## src/rtl/cbus_port_manage.sv

```systemverilog
// -----------------------------------------------------------------------------
// cbus_port_manage
//
// Multiplexes NUM_PORTS cbus requesters onto one downstream cbus port. Once a
// requester wins arbitration it owns the downstream port for its whole burst;
// the grant ends when the downstream side signals ready together with last, or
// early when the owner drops its valid. Between any two grants there is at
// least one IDLE cycle in which the arbitration happens.
//
// While granted, the owner's request is forwarded with kseg0/kseg1 addresses
// (addr[31:29] = 3'b100 / 3'b101) folded down to the physical range by
// clearing addr[31:29]. All other addresses pass through untouched.
//
// Configuration macro:
//   CBUS_RR_ARB_EN  defined   -> round-robin arbitration. The search starts at
//                                a pointer and wraps; the pointer moves to the
//                                port after the owner when a burst completes
//                                or is aborted.
//                   undefined -> fixed priority, lowest index wins; no pointer.
//
// Parameters:
//   NUM_PORTS  number of requesters (2..8)
//   IDX_W      width of grant_idx
//
// Ports:
//   clk        system clock, rising edge
//   reset      asynchronous, active-high reset
//   ireqs      per-port requests (index 0 = lowest-numbered port)
//   iresps     per-port responses; only the owner sees the downstream response
//   oreq       merged downstream request (all-zero when idle)
//   oresp      downstream response
//   busy       high while a transaction is granted
//   grant_idx  index of the owner; only meaningful while busy
// -----------------------------------------------------------------------------

`ifndef CBUS_PORT_MANAGE_TYPES_SV
`define CBUS_PORT_MANAGE_TYPES_SV
typedef struct packed {
    logic        valid;
    logic        write;
    logic [31:0] addr;
    logic [31:0] wdata;
    logic [3:0]  wstrb;
    logic [7:0]  len;
} cbus_req_t;

typedef struct packed {
    logic        ready;
    logic        last;
    logic [31:0] rdata;
} cbus_resp_t;
`endif

module cbus_port_manage #(
    parameter int NUM_PORTS = 3,
    parameter int IDX_W     = $clog2(NUM_PORTS)
) (
    input  logic                        clk,
    input  logic                        reset,
    input  cbus_req_t  [NUM_PORTS-1:0]  ireqs,
    output cbus_resp_t [NUM_PORTS-1:0]  iresps,
    output cbus_req_t                   oreq,
    input  cbus_resp_t                  oresp,
    output logic                        busy,
    output logic       [IDX_W-1:0]      grant_idx
);

    typedef enum logic [0:0] {
        StIdle,
        StBusy
    } state_e;

    state_e           state_q, state_d;
    logic [IDX_W-1:0] grant_q, grant_d;

    // Arbitration result, evaluated every cycle but only used in IDLE.
    logic             any_valid;
    logic [IDX_W-1:0] sel_idx;

    // Pulses in the BUSY cycle whose edge ends the burst (completion or abort).
    logic             burst_end;

    // Fold kseg0/kseg1 virtual addresses onto the physical range.
    function automatic cbus_req_t xlate(input cbus_req_t r);
        cbus_req_t t;
        t = r;
        if (r.addr[31:29] == 3'b100 || r.addr[31:29] == 3'b101) begin
            t.addr[31:29] = 3'b000;
        end
        return t;
    endfunction

`ifdef CBUS_RR_ARB_EN
    // -------------------------------------------------------------------------
    // Round-robin arbitration
    // -------------------------------------------------------------------------
    logic [IDX_W-1:0] ptr_q;
    logic [IDX_W-1:0] grant_inc;
    // One extra bit so ptr + offset cannot overflow before the wrap.
    logic [IDX_W:0]   rr_sum;
    logic [IDX_W-1:0] rr_idx;

    always_comb begin
        any_valid = 1'b0;
        sel_idx   = '0;
        rr_sum    = '0;
        rr_idx    = '0;
        for (int k = 0; k < NUM_PORTS; k++) begin
            rr_sum = {1'b0, ptr_q} + (IDX_W + 1)'(k);
            if (rr_sum >= (IDX_W + 1)'(NUM_PORTS)) begin
                rr_sum = rr_sum - (IDX_W + 1)'(NUM_PORTS);
            end
            rr_idx = rr_sum[IDX_W-1:0];
            // First valid port found from the pointer onwards wins.
            if (!any_valid && ireqs[rr_idx].valid) begin
                any_valid = 1'b1;
                sel_idx   = rr_idx;
            end
        end
    end

    always_comb begin
        if (grant_q == IDX_W'(NUM_PORTS - 1)) begin
            grant_inc = '0;
        end else begin
            grant_inc = grant_q + 1'b1;
        end
    end

    always_ff @(posedge clk or posedge reset) begin
        if (reset) begin
            ptr_q <= '0;
        end else if (burst_end) begin
            ptr_q <= grant_inc;
        end
    end
`else
    // -------------------------------------------------------------------------
    // Fixed-priority arbitration: scanning downwards lets the lowest index win.
    // -------------------------------------------------------------------------
    always_comb begin
        any_valid = 1'b0;
        sel_idx   = '0;
        for (int i = NUM_PORTS - 1; i >= 0; i--) begin
            if (ireqs[i].valid) begin
                any_valid = 1'b1;
                sel_idx   = IDX_W'(i);
            end
        end
    end
`endif

    // -------------------------------------------------------------------------
    // FSM: state and grant registers
    // -------------------------------------------------------------------------
    always_ff @(posedge clk or posedge reset) begin
        if (reset) begin
            state_q <= StIdle;
            grant_q <= '0;
        end else begin
            state_q <= state_d;
            grant_q <= grant_d;
        end
    end

    // -------------------------------------------------------------------------
    // FSM: next state and outputs
    // -------------------------------------------------------------------------
    // Outputs are decoded from the state register, so an asynchronous reset
    // forces oreq/iresps to zero in the same cycle it is asserted.
    always_comb begin
        state_d   = state_q;
        grant_d   = grant_q;
        burst_end = 1'b0;
        busy      = 1'b0;
        oreq      = '0;
        iresps    = '0;

        case (state_q)
            StIdle: begin
                // Downstream ready/last are deliberately not looked at here.
                if (any_valid) begin
                    state_d = StBusy;
                    grant_d = sel_idx;
                end
            end

            StBusy: begin
                busy            = 1'b1;
                oreq            = xlate(ireqs[grant_q]);
                iresps[grant_q] = oresp;
                if (!ireqs[grant_q].valid) begin
                    // Owner withdrew before its last beat: abort the burst.
                    state_d   = StIdle;
                    burst_end = 1'b1;
                end else if (oresp.ready && oresp.last) begin
                    state_d   = StIdle;
                    burst_end = 1'b1;
                end
            end

            default: begin
                state_d = StIdle;
            end
        endcase
    end

    assign grant_idx = grant_q;

endmodule

```

## config.mk

```make
export PLATFORM = sky130hd
export DESIGN_NAME = cbus_port_manage
export DESIGN_NICKNAME = d
export VERILOG_FILES = /design/src/rtl/cbus_port_manage.sv
export SDC_FILE = /design/constraint.sdc
export NUM_CORES = 1
export LEC_CHECK = 0
export CAP_MARGIN = 20
export CELL_PAD_IN_SITES_DETAIL_PLACEMENT = 0
export CELL_PAD_IN_SITES_GLOBAL_PLACEMENT = 1
export CORE_AREA = 2 2 176 178
export DETAILED_ROUTE_END_ITERATION = 16
export DIE_AREA = 0 0 178 180
export GPL_ROUTABILITY_DRIVEN = 0
export HOLD_SLACK_MARGIN = 0.1
export PLACE_DENSITY_LB_ADDON = 0.1
export SLEW_MARGIN = 40
export SYNTH_ARGS = -nofsm -noshare
export SYNTH_HDL_FRONTEND = slang
export SYNTH_SLANG_ARGS = --single-unit
export TNS_END_PERCENT = 20
```

## constraint.sdc

```tcl
create_clock -name clk -period 3.1 [get_ports clk]
set_input_delay 0.62 -clock clk [delete_from_list [all_inputs] [get_ports clk]]
set_output_delay 0.62 -clock clk [all_outputs]
set_load 0.1 [all_outputs]
```

==> summary.md <==
| Metric | Value |
|---|---|
| Outcome | finished, final reports clean |
| Seq cells post-synth | 3 |
| Crit end category | output port |
| First-pass GRT wire length | 34200 microns |
| GRT overflow | 0 |
| Bufs on Longest Clock Path | 2 |
| Hold WC Path Type | input port to asynchronous set/reset pin |
| CTS Buf Count | 3 |
| Drt total wl | 23400 microns |
| Main flop type after synthesis | dfrtp_1 |
| Worst Setup EP | oreq[69] |
| Kind of cell adding the most delay to the critical path | buffers and inverters |
| Synth Warn # | 0 |
| Vias per std cell | 3.77 |
| Worst Reg-to-Reg Cells | 4 |
| Final hold vios | 0 |
| # clock sinks | 3 |
| Cell Chain, Critical Path | buf_4 > mux2i_1 > or2_1 > a21oi_1 > buf_12 |
| WP data arrival | 2150 ps |
| Finished Cell Area | 10300 sq um |
| Die W | 178 microns |
| Dpl cell area | 10200 sq um |
| Synthesized Nets | 785 |
| Max-Cap Viols | 0 |
| Initial drt markers | 159 |
| Final Cycle Share | 89.2% |
| Period minus WS final | 2770 ps |
| Most Crowded Layer GR | met2 |
| Vias in the first global route | 5361 |
| Slew Limit Fails | 0 |
| Antenna cell count | 0 |
| Met3 Usage GRT | 4.02% |
| Hold Buf Count CTS | 0 |
| Yosys cell types | 26 |
| TNS Setup | 0 ps |
| Area leader, netlist | mux2i_1 |
| Cell depth of the worst setup path | 5 |
| Die area | 32000 sq um |
| Largest stage delay on the critical path | 650 ps |
| Setup violators final | 0 |
| I/O pins | 453 |
| CP Class | flop to output port |
| Row count | 64 |
| P&R area growth vs syn | 254% |
| Least-Margin Pin Slew | 474 ps |
| GR Layer Usage met2 | 26.9% |
| Critical Path RT | 2480 ps |
| Initial antenna violation count | 0 |
| Die Height | 180 microns |
| Residual DRC count | 0 |
| Worst-Skew Late Latency | 220 ps |
| Met1 usage | 15.1% |
| RSZ-0062 raised after global routing | false |
| Seq/Total Area, Yosys | 2.58% |
| Reg-to-reg endpoint | state_q |
| Avg WL per Cell | 17.6 microns |
| H-tree depth | 1 |
| Largest net degree at the start of global routing | 56 |
| Port Buffers | 452 |
| Top post-synthesis cells by area | mux2i_1 (27%), nand2_1 (14%), nor2_1 (13%), a21oi_1 (13%), or2_1 (9.3%) |
| Clock skew | 0.104 ps |
| Number of synthesized flops with an enable pin | 0 |
| Headroom to the max-slew limit | 68.4% |
| Clock slew at reported path FFs | 30 ps |
| Crit path from | grant_idx[0] |
| Crit start category | flop |
| Flop-to-flop setup slack | 1570 ps |
| Vias | 5029 |
| Final ANT Viol Nets | 0 |
| Critical-path top delay cell | dfrtp_4 |
| Synth top area share | 26.9% |
| Post-synthesis cell count | 515 |
| Layout cell share with drive strength beyond 1 | 30.2% |
| Critical-path maximum fanout | 22 |
| Clock root cell | clkbuf_16 |
| CTS tree | built |
| DP HPWL | 19200 microns |
| Mapped Area | 2910 sq um |
| Syn_area_per_cell | 5.64 sq um |
| FMAX | 362 MHz |
| Nets | 1210 |
| Starting Density | 9.63% |
| Core area | 30200 sq um |
| All-layer global routing usage | 13.8% |
| CTS resizes | 0 |
| Setup Buffers After CTS | 0 |
| FF-to-FF Start | grant_idx[0] |
| Buf/Inv on CP | 2 |
| First-pass DRT Iterations | 4 |
| Async set-or-reset flop fraction in the synthesized netlist | 100% |
==> cells in the mapped netlist, types with 2 or more instances <==
cell,instances
nor2_1,104
nand2_1,110
buf_6,7
or2_0,32
buf_4,3
clkbuf_1,23
dfrtp_1,3
o2bb2ai_1,2
nand2b_1,2
a21oi_1,76
mux2i_1,78
buf_2,17
o21a_1,2
o21ai_0,2
or2_1,43
==> layout by cell type, fill, tap and decap left out, types with 3 or more instances in the layout <==
cell / instances
clkdlybuf4s50_1: 269
buf_12: 185
nand2_1: 110
nor2_1: 104
mux2i_1: 78
or2_1: 43
a21oi_2: 38
a21oi_4: 33
or2_0: 32
buf_4: 17
a21oi_1: 5
clkbuf_16: 3
==> how the worst min path moves through the flow <==
stage	to	cells past startpoint
2_1_floorplan	grant_idx[0]	1
3_3_place_gp	state_q	2
3_5_place_dp	state_q	2
4_1_cts	state_q	2
5_1_grt	state_q	2
6_report	state_q	2
==> flip-flops by register name, summed over array words and instances, names as in the netlist <==
name,flops
grant_idx,2
state_q,1
==> layer usage <==
layer	up-vias	part of all wire, %
met2	241	53
met5	-	0
met3	6	9.5
met1	2262	37
li1	2520	-
met4	0	0.58
==> area by class of cell <==
type,instances,area [sq um]
inverters,2,12.5
well taps,396,495
fillers,3130,19900
clock buffers,4,78.8
multi-input cells,459,3090
flip-flops and latches,3,80.1
repair buffers,471,6520
==> logic make-up (layout without fill, tap and decap cells) <==
family / after synthesis / after routing / synth area share, %
multiplexers: 78 / 78 / 26.9
AND/OR/NAND/NOR: 296 / 296 / 45.4
buffers and inverters: 53 / 477 / 9.77
flip-flops: 3 / 3 / 2.58
AO/OA/AOI/OAI: 85 / 85 / 15.4
==> through the flow <==
stage          cells  hold WS [ps]  setup WS (ps)  utilization [%]
6_report        1335           568            335             34.0
5_1_grt         1335           575            200             34.0
4_1_cts         1335           567            282             34.0
3_5_place_dp    1331           799            503             33.8
3_3_place_gp    1331           803            490             33.8
2_1_floorplan    515           374           -535                -
Power is left out: the tool's default activity adds up to more than one toggle a clock period on the data nets, which glitch-free logic cannot reach.
